[config.mk]
export PLATFORM = sky130hd
export DESIGN_NAME = wdt_core
export DESIGN_NICKNAME = d
export VERILOG_FILES = /design/src/rtl/wdt_core.sv
export SDC_FILE = /design/constraint.sdc
export NUM_CORES = 1
export LEC_CHECK = 0
export BUFFER_PORTS_ARGS = -buffer_cell sky130_fd_sc_hd__buf_2
export CAP_MARGIN = 25
export CORE_MARGIN = 1.5
export CORE_UTILIZATION = 30
export DETAILED_ROUTE_END_ITERATION = 10
export PLACE_DENSITY = 0.49
export RECOVER_POWER = 25
export SLEW_MARGIN = 30
export SYNTH_ARGS = -nofsm -noshare
export SYNTH_HDL_FRONTEND = slang
export SYNTH_SLANG_ARGS = --single-unit
[constraint.sdc]
create_clock -name pclk -period 2.2 [get_ports pclk]
set_input_delay 0 -clock pclk [delete_from_list [all_inputs] [get_ports pclk]]
set_output_delay 0 -clock pclk [all_outputs]
set_load 0.02 [all_outputs]
[src/rtl/wdt_core.sv]
// rtl/wdt_core.sv - watchdog timer core with register interface and CPU reset pulse
// Optional tick prescaler (register 0x14) is built when WDT_PRESCALER_EN is defined.
module wdt_core #(
  parameter int unsigned RST_PULSE_LEN = 4,
  parameter logic [20:0] KICK_KEY      = 21'h0A5C3
) (
  input  logic        pclk,
  input  logic        presetn,
  input  logic [7:0]  addr,
  input  logic        wren,
  input  logic        rden,
  input  logic [20:0] wr_data,
  input  logic        cpu_forced_reset,
  output logic [20:0] rd_data,
  output logic        cpu_reset_trig
);

  localparam logic [7:0] ADDR_CTRL   = 8'h00;
  localparam logic [7:0] ADDR_LOAD   = 8'h04;
  localparam logic [7:0] ADDR_COUNT  = 8'h08;
  localparam logic [7:0] ADDR_KICK   = 8'h0C;
  localparam logic [7:0] ADDR_STATUS = 8'h10;
  localparam logic [7:0] ADDR_PRESC  = 8'h14;

  localparam logic [3:0] PULSE_LAST = 4'(RST_PULSE_LEN - 1);

  typedef enum logic [1:0] {
    ST_DISABLED,
    ST_COUNTING,
    ST_PULSE
  } state_t;

  state_t      state_q, state_d;
  logic        ctrl_en_q;
  logic [20:0] load_q;
  logic [20:0] count_q, count_d;
  logic [3:0]  pulse_cnt_q, pulse_cnt_d;
  logic        st_timeout_q, st_forced_q;
  logic        set_timeout, set_forced;

  logic        wr_ctrl, wr_load, wr_kick, wr_status;
  logic        kick_ok;
  logic        en_next;
  logic [20:0] load_eff;
  logic        tick;

  assign wr_ctrl   = wren && (addr == ADDR_CTRL);
  assign wr_load   = wren && (addr == ADDR_LOAD);
  assign wr_kick   = wren && (addr == ADDR_KICK);
  assign wr_status = wren && (addr == ADDR_STATUS);
  assign kick_ok   = wr_kick && (wr_data == KICK_KEY);
  assign en_next   = wr_ctrl ? wr_data[0] : ctrl_en_q;
  // A LOAD write landing on a reload cycle takes effect immediately
  assign load_eff  = wr_load ? wr_data : load_q;

`ifdef WDT_PRESCALER_EN
  logic       wr_presc;
  logic [7:0] presc_q;
  logic [7:0] presc_cnt_q, presc_cnt_d;

  assign wr_presc = wren && (addr == ADDR_PRESC);
  assign tick     = (presc_cnt_q == presc_q);

  // Held at zero outside COUNTING, so enable and pulse exit restart the prescale period
  always_comb begin
    presc_cnt_d = presc_cnt_q + 8'd1;
    if (state_q != ST_COUNTING || kick_ok || tick) begin
      presc_cnt_d = '0;
    end
  end

  always_ff @(posedge pclk or negedge presetn) begin
    if (!presetn) begin
      presc_q     <= '0;
      presc_cnt_q <= '0;
    end else begin
      presc_cnt_q <= presc_cnt_d;
      if (wr_presc) begin
        presc_q <= wr_data[7:0];
      end
    end
  end
`else
  assign tick = 1'b1;
`endif

  always_comb begin
    state_d     = state_q;
    count_d     = count_q;
    pulse_cnt_d = pulse_cnt_q;
    set_timeout = 1'b0;
    set_forced  = 1'b0;
    case (state_q)
      ST_DISABLED: begin
        if (cpu_forced_reset) begin
          state_d     = ST_PULSE;
          pulse_cnt_d = PULSE_LAST;
          set_forced  = 1'b1;
        end else if (wr_ctrl && wr_data[0]) begin
          state_d = ST_COUNTING;
          count_d = load_eff;
        end
      end
      ST_COUNTING: begin
        if (cpu_forced_reset) begin
          state_d     = ST_PULSE;
          pulse_cnt_d = PULSE_LAST;
          set_forced  = 1'b1;
        end else if (wr_ctrl && !wr_data[0]) begin
          state_d = ST_DISABLED;
        end else if (kick_ok) begin
          count_d = load_q;
        end else if (tick) begin
          if (count_q == '0) begin
            state_d     = ST_PULSE;
            pulse_cnt_d = PULSE_LAST;
            set_timeout = 1'b1;
          end else begin
            count_d = count_q - 21'd1;
          end
        end
      end
      ST_PULSE: begin
        if (pulse_cnt_q == '0) begin
          count_d = load_eff;
          state_d = en_next ? ST_COUNTING : ST_DISABLED;
        end else begin
          pulse_cnt_d = pulse_cnt_q - 4'd1;
        end
      end
      default: begin
        state_d = ST_DISABLED;
      end
    endcase
  end

  // Output is registered from the next state so it spans exactly the PULSE residency
  always_ff @(posedge pclk or negedge presetn) begin
    if (!presetn) begin
      state_q        <= ST_DISABLED;
      count_q        <= '0;
      pulse_cnt_q    <= '0;
      cpu_reset_trig <= 1'b0;
    end else begin
      state_q        <= state_d;
      count_q        <= count_d;
      pulse_cnt_q    <= pulse_cnt_d;
      cpu_reset_trig <= (state_d == ST_PULSE);
    end
  end

  always_ff @(posedge pclk or negedge presetn) begin
    if (!presetn) begin
      ctrl_en_q    <= 1'b0;
      load_q       <= '0;
      st_timeout_q <= 1'b0;
      st_forced_q  <= 1'b0;
    end else begin
      if (wr_ctrl) begin
        ctrl_en_q <= wr_data[0];
      end
      if (wr_load) begin
        load_q <= wr_data;
      end
      // A new event outranks a simultaneous write-1-to-clear
      if (set_timeout) begin
        st_timeout_q <= 1'b1;
      end else if (wr_status && wr_data[0]) begin
        st_timeout_q <= 1'b0;
      end
      if (set_forced) begin
        st_forced_q <= 1'b1;
      end else if (wr_status && wr_data[1]) begin
        st_forced_q <= 1'b0;
      end
    end
  end

  always_comb begin
    rd_data = '0;
    if (rden) begin
      case (addr)
        ADDR_CTRL:   rd_data = {20'd0, ctrl_en_q};
        ADDR_LOAD:   rd_data = load_q;
        ADDR_COUNT:  rd_data = count_q;
        ADDR_STATUS: rd_data = {19'd0, st_forced_q, st_timeout_q};
`ifdef WDT_PRESCALER_EN
        ADDR_PRESC:  rd_data = {13'd0, presc_q};
`endif
        default:     rd_data = '0;
      endcase
    end
  end

endmodule

======== Word-level counts from Yosys, hierarchy flattened ========
Cells that the tools add are included.
W data, S select, Z words.
storage, ports and cells
  register bits ........................... 52
  bits of input ports ..................... 34
  output and inout bits ................... 22
  logic and storage cells ................. 88
cells by class
  $add $sub $neg .......................... 2
  equality and inequality tests ........... 19
  muxes and demuxes ....................... 39
  reduce and logical (&&, ||, !) cells .... 20
operators with widths
  cell                     count
  $mux W21                 9
  $pmux W21 S4             1
  $pmux W21 S3             1
  $mux W4                  6
  $eq A21 B16 Y1 const B   1
  $logic_not A21 Y1        1
  $sub A21 B1 Y21 const B  1
  $eq A8 B4 Y1 const B     2
  $mux W2                  7
  $ne A2 B2 Y1 const B     7
  $mux W1                  13
  $ne A3 B3 Y1 const B     4
  $pmux W4 S3              1
  $logic_and A1 B1 Y1      9
  $eq A8 B3 Y1 const B     1
  $eq A8 B5 Y1 const B     1
  $logic_not A8 Y1         1
  $reduce_and A7 Y1        1
  $pmux W2 S3              1
  $reduce_and A6 Y1        1
  $eq A2 B2 Y1 const B     2
  $logic_not A4 Y1         1
  $reduce_bool A2 Y1       2
  $sub A4 B1 Y4 const B    1
  5 further kinds          5

======== Logic depth before layout (Yosys ltp) ========
  depth in word-level cells ............... 8
  depth in mapped cells ................... 10
  depth with buffers taken out ............ 8

======== Worst setup path after synthesis ========
OpenSTA, ideal clock, no wires.
  path kind ............................... reg2reg
  start ................................... register count_q[0]
  end ..................................... register count_q[18]
  library setup time ...................... 121 ps
  arrival time ............................ 2148 ps
  data required time ...................... 2079 ps
  setup slack ............................. -69 ps
  stages on the path, launching flop included .. 11
  buffers on the path ..................... 2
  period minus slack after synthesis ...... 2269 ps
  cells stage by stage .................... dfrtp_1 -> inv_1 -> ha_1 -> or3b_1 -> clkbuf_1 -> nor2_4 -> nand4_4 -> o211ai_4 -> buf_6 -> nor2_1 -> o22a_1
between the ends
  cells in the longest elaborated chain, start to end .. 6
  elaborated cells between the ends (all ways) .. 9
  those cells by class .................... 1 x add/sub; 1 x eq/ne; 5 x mux; 2 x reduce/logical
ends and longest elaborated chain
  element                   line  text
  start: declaration        36    logic [20:0] count_q, count_d;
  start signal: assignment  146   count_q <= count_d;
  $sub A21 B1 Y21           119   count_d = count_q - 21'd1;
  $mux W21                  114   if (count_q == '0) begin
  $mux W21                  111   end else if (kick_ok) begin
  $mux W21                  109   end else if (wr_ctrl && !wr_data[0]) begin
  $mux W21                  105   if (cpu_forced_reset) begin
  $pmux W21 S3              93    case (state_q)
Parallel ways exist; a longest one is shown, timed or not. The select of a mux whose other input is x is not followed.
A chain may end at the register's enable or synchronous reset.

======== Final worst setup path ========
  start ................................... register count_q[10]
  end ..................................... register count_q[14]
Same word-level chain as after synthesis.

==> impl_metrics.json <==
{
  "dp_hpwl_um": 7920,
  "synth_edf_count": 0,
  "yosysWarnings": 0,
  "rsz0062_at_grt": "yes",
  "yosys.area.top_type_share_pct": 38.2,
  "path_max_fanout": 7,
  "ant_nets": 0,
  "antenna_cells": 0,
  "cpMostUsedCell": "buf_6",
  "ys_top_cells_by_count": "52 x dfrtp_1, 42 x nor2_1, 32 x a21oi_1",
  "routed_wl_um": 11600,
  "clkLatencyLatePin_ps": 290,
  "cts.sinks": 52,
  "die-height_um": 110,
  "cts_root_buf": "clkbuf_16",
  "slew_viol_final": 25,
  "yosysMostFrequentCell": "dfrtp_1",
  "drcViolationCount": 0,
  "path_cells": "or4_4, nor3_4, nand4_4, o211ai_4, buf_6, buf_6, buf_8, o21ai_1",
  "synth_top_area_cell": "dfrtp_1",
  "vias_per_cell": 5.30,
  "syn_avg_cell_area_um2": 9.02,
  "cp-startpoint": "count_q[10]$_DFFE_PN0P_",
  "portBuffers": 55,
  "place_congestion": 0.817,
  "syn-num-nets": 415,
  "die_w_um": 110,
  "numCtsBuffers": 5,
  "wl_per_cell_um": 18.1,
  "gr-total-overflow": 0,
  "grt_max_degree": 29,
  "power.leakage_uw": 0.00214,
  "crit_type": "register to register",
  "outcome": "finished, violations left",
  "crit_arrival_ps": 2340,
  "fin_crit_sh_pct": 98.5,
  "synth_cell_type_count": 63,
  "grt_use_total_pct": 19.5,
  "first_iter_violations": 188,
  "skew_ps": 6.14,
  "grt_antenna_before_repair": 0,
  "r2r-end": "count_q[14]$_DFFE_PN0P_",
  "holdWs_ps": -0.696,
  "async_reset_ff_share_pct": 100,
  "cts_tree": "built",
  "syn2layout_area_growth_pct": 42.1,
  "reg2reg_slack_ps": 30,
  "reg2reg_depth": 8,
  "worstPathRequired_ps": 2380,
  "ys_seq_area_share_pct": 38.2,
  "worst_pin_slew_ps": 1560,
  "cp-end-kind": "register",
  "violations": "negative hold slack, max-capacitance violations, max-slew violations",
  "crit_path_end": "count_q[14]$_DFFE_PN0P_",
  "drt_pre_antenna_iters": 5,
  "vias": 3388,
  "grt_pass1_vias": 3356,
  "setup_viol": 0,
  "drive_gt1_share_pct": 39.7,
  "rr_startpoint": "count_q[10]$_DFFE_PN0P_",
  "syn-cell-area_um2": 3410,
  "irDropWorstVdd_mv": 0.475,
  "fin_crit_ps": 2170,
  "slew_headroom_pct": -3.89,
  "io_pins": 56,
  "fin_ws_ps": 33.4,
  "clockBufferDepth": 2,
  "grt_pass1_wl_um": 18000,
  "ys_top_cells_by_area": "dfrtp_1 38%, mux2_2 8.6%, a21oi_1 4.7%, nor2_1 4.6%, a22oi_1 4.4%",
  "cp_slowest_cell": "or4_4",
  "powerDensity_nw_per_um2": 891,
  "fillers": 1109,
  "place_ws_ps": -39.9,
  "synth_seq_cells": 52,
  "htree_levels": 2,
  "fin_setup_tns_ps": 0,
  "synth_flop_cell": "dfrtp_1",
  "max_stage_delay_ps": 570,
  "finalHoldViolCount": 1,
  "core_area_um2": 11000,
  "critPathLaunchType": "register",
  "synthCells": 378,
  "nNetsFinal": 535,
  "dieArea_um2": 12000,
  "drv_cap": 1,
  "num_rows": 38,
  "path_clk_slew_ps": 70,
  "fmax_mhz": 462,
  "start_util_pct": 31.1,
  "min_path_type": "input port to register"
}
-- routing by layer --
layer | part of all wire [%] | global-route usage [%] | vias to the layer above
li1 | - | - | 1640
met1 | 46 | 26.8 | 1659
met2 | 49 | 33.3 | 76
met3 | 3.8 | 1.96 | 13
met4 | 1.4 | 4.08 | 0
met5 | 0 | 0 | -
-- repair_timing --
item / 4_1_cts / 5_1_grt
gates resized for setup: 2 / 60
setup buffers: 0 / 14
hold buffers: 13 / 0
cloned: 0 / 3
pin swaps: 0 / 16
endpoints found under the setup margin: 6 / 21
endpoints found under the hold margin: 34 / 0
-- sequential cells by signal, indices dropped and copies added (netlist names) --
register and cells:
st_timeout_q 1, pulse_cnt_q 4, cpu_reset_trig 1, st_forced_q 1
ctrl_en_q 1, state_q 2, load_q 21, count_q 21
-- cells in the final DEF (no fill, tap or decap), types with 4 or more instances in the layout --
master,synthesis,routed
a21oi_1,32,30
a221oi_1,6,5
a22oi_1,20,20
buf_2,6,50
buf_4,1,55
buf_6,3,8
clkbuf_1,13,4
clkbuf_16,0,7
dfrtp_1,52,52
dlygate4sd3_1,0,12
inv_1,12,10
mux2_2,26,26
nand2_1,21,21
nand2b_1,6,6
nand3_1,5,5
nand4_1,7,7
nor2_1,42,41
nor2b_1,8,4
nor2b_4,0,4
nor3_1,13,11
nor4_1,5,4
o21ai_0,19,7
o21ai_1,11,13
o21ai_2,1,9
o31ai_1,7,5
xor2_1,4,4
-- critical path: cells and delay by family, from the launching register on --
family / cells / cell delay [ps]
AND/OR/NAND/NOR: 3 / 930
AO/OA/AOI/OAI: 2 / 340
flip-flops: 1 / 400
buffers and inverters: 3 / 390
-- layout make-up --
cell class                      instances  area [um^2]  area share, %
Clock inverter                          3         42.5          0.878
Tap cell                              140          175           3.61
Inverter                               12         45.0          0.930
Multi-Input combinational cell        290         2130           43.9
Sequential cell                        52         1300           26.9
Timing Repair Buffer                  137         1030           21.3
Clock buffer                            5          125           2.58
-- how the worst min path moves through the flow --
stage	startpoint	end	slack [ps]	depth (start not counted)
4_1_cts	wr_data[3]	load_q[3]$_DFF_PN0_	0.8	2
3_5_place_dp	presetn	cpu_reset_trig$_DFF_PN0_	60	1
6_report	wr_data[8]	load_q[8]$_DFF_PN0_	-0.7	2
3_3_place_gp	presetn	cpu_reset_trig$_DFF_PN0_	60	1
5_1_grt	wr_data[20]	load_q[20]$_DFF_PN0_	2	2
2_1_floorplan	presetn	count_q[0]$_DFFE_PN0P_	-300	0
-- logic make-up after synthesis --
group,after synthesis,synth area share (%)
and+or+nand+nor,134,22.0
AOI/OAI and AO/OA,120,23.3
DFF,52,38.2
buffers and inverters,36,5.06
muxes,28,9.17
xor gates and xnor gates,5,1.28
adders and majority gates,3,1.10
-- metrics by stage --
stage	total power, uW	instance area [um^2]	cells	util, %
6_report	4320	4850	639	44.1
5_1_grt	4600	4850	639	44.1
4_1_cts	4020	4490	624	40.9
3_5_place_dp	3080	4190	603	38.1
3_3_place_gp	3070	4180	603	38.0
2_1_floorplan	2400	3410	378	-
-- power by group --
group / internal (uW) / leakage, uW / total, uW / switching (uW)
clock network: 536 / 0.0000798 / 914 / 378
registers: 1170 / 0.000682 / 1380 / 214
logic: 1010 / 0.00138 / 2020 / 1010
total: 2720 / 0.00214 / 4320 / 1600
(Power assumes the default switching activity.)
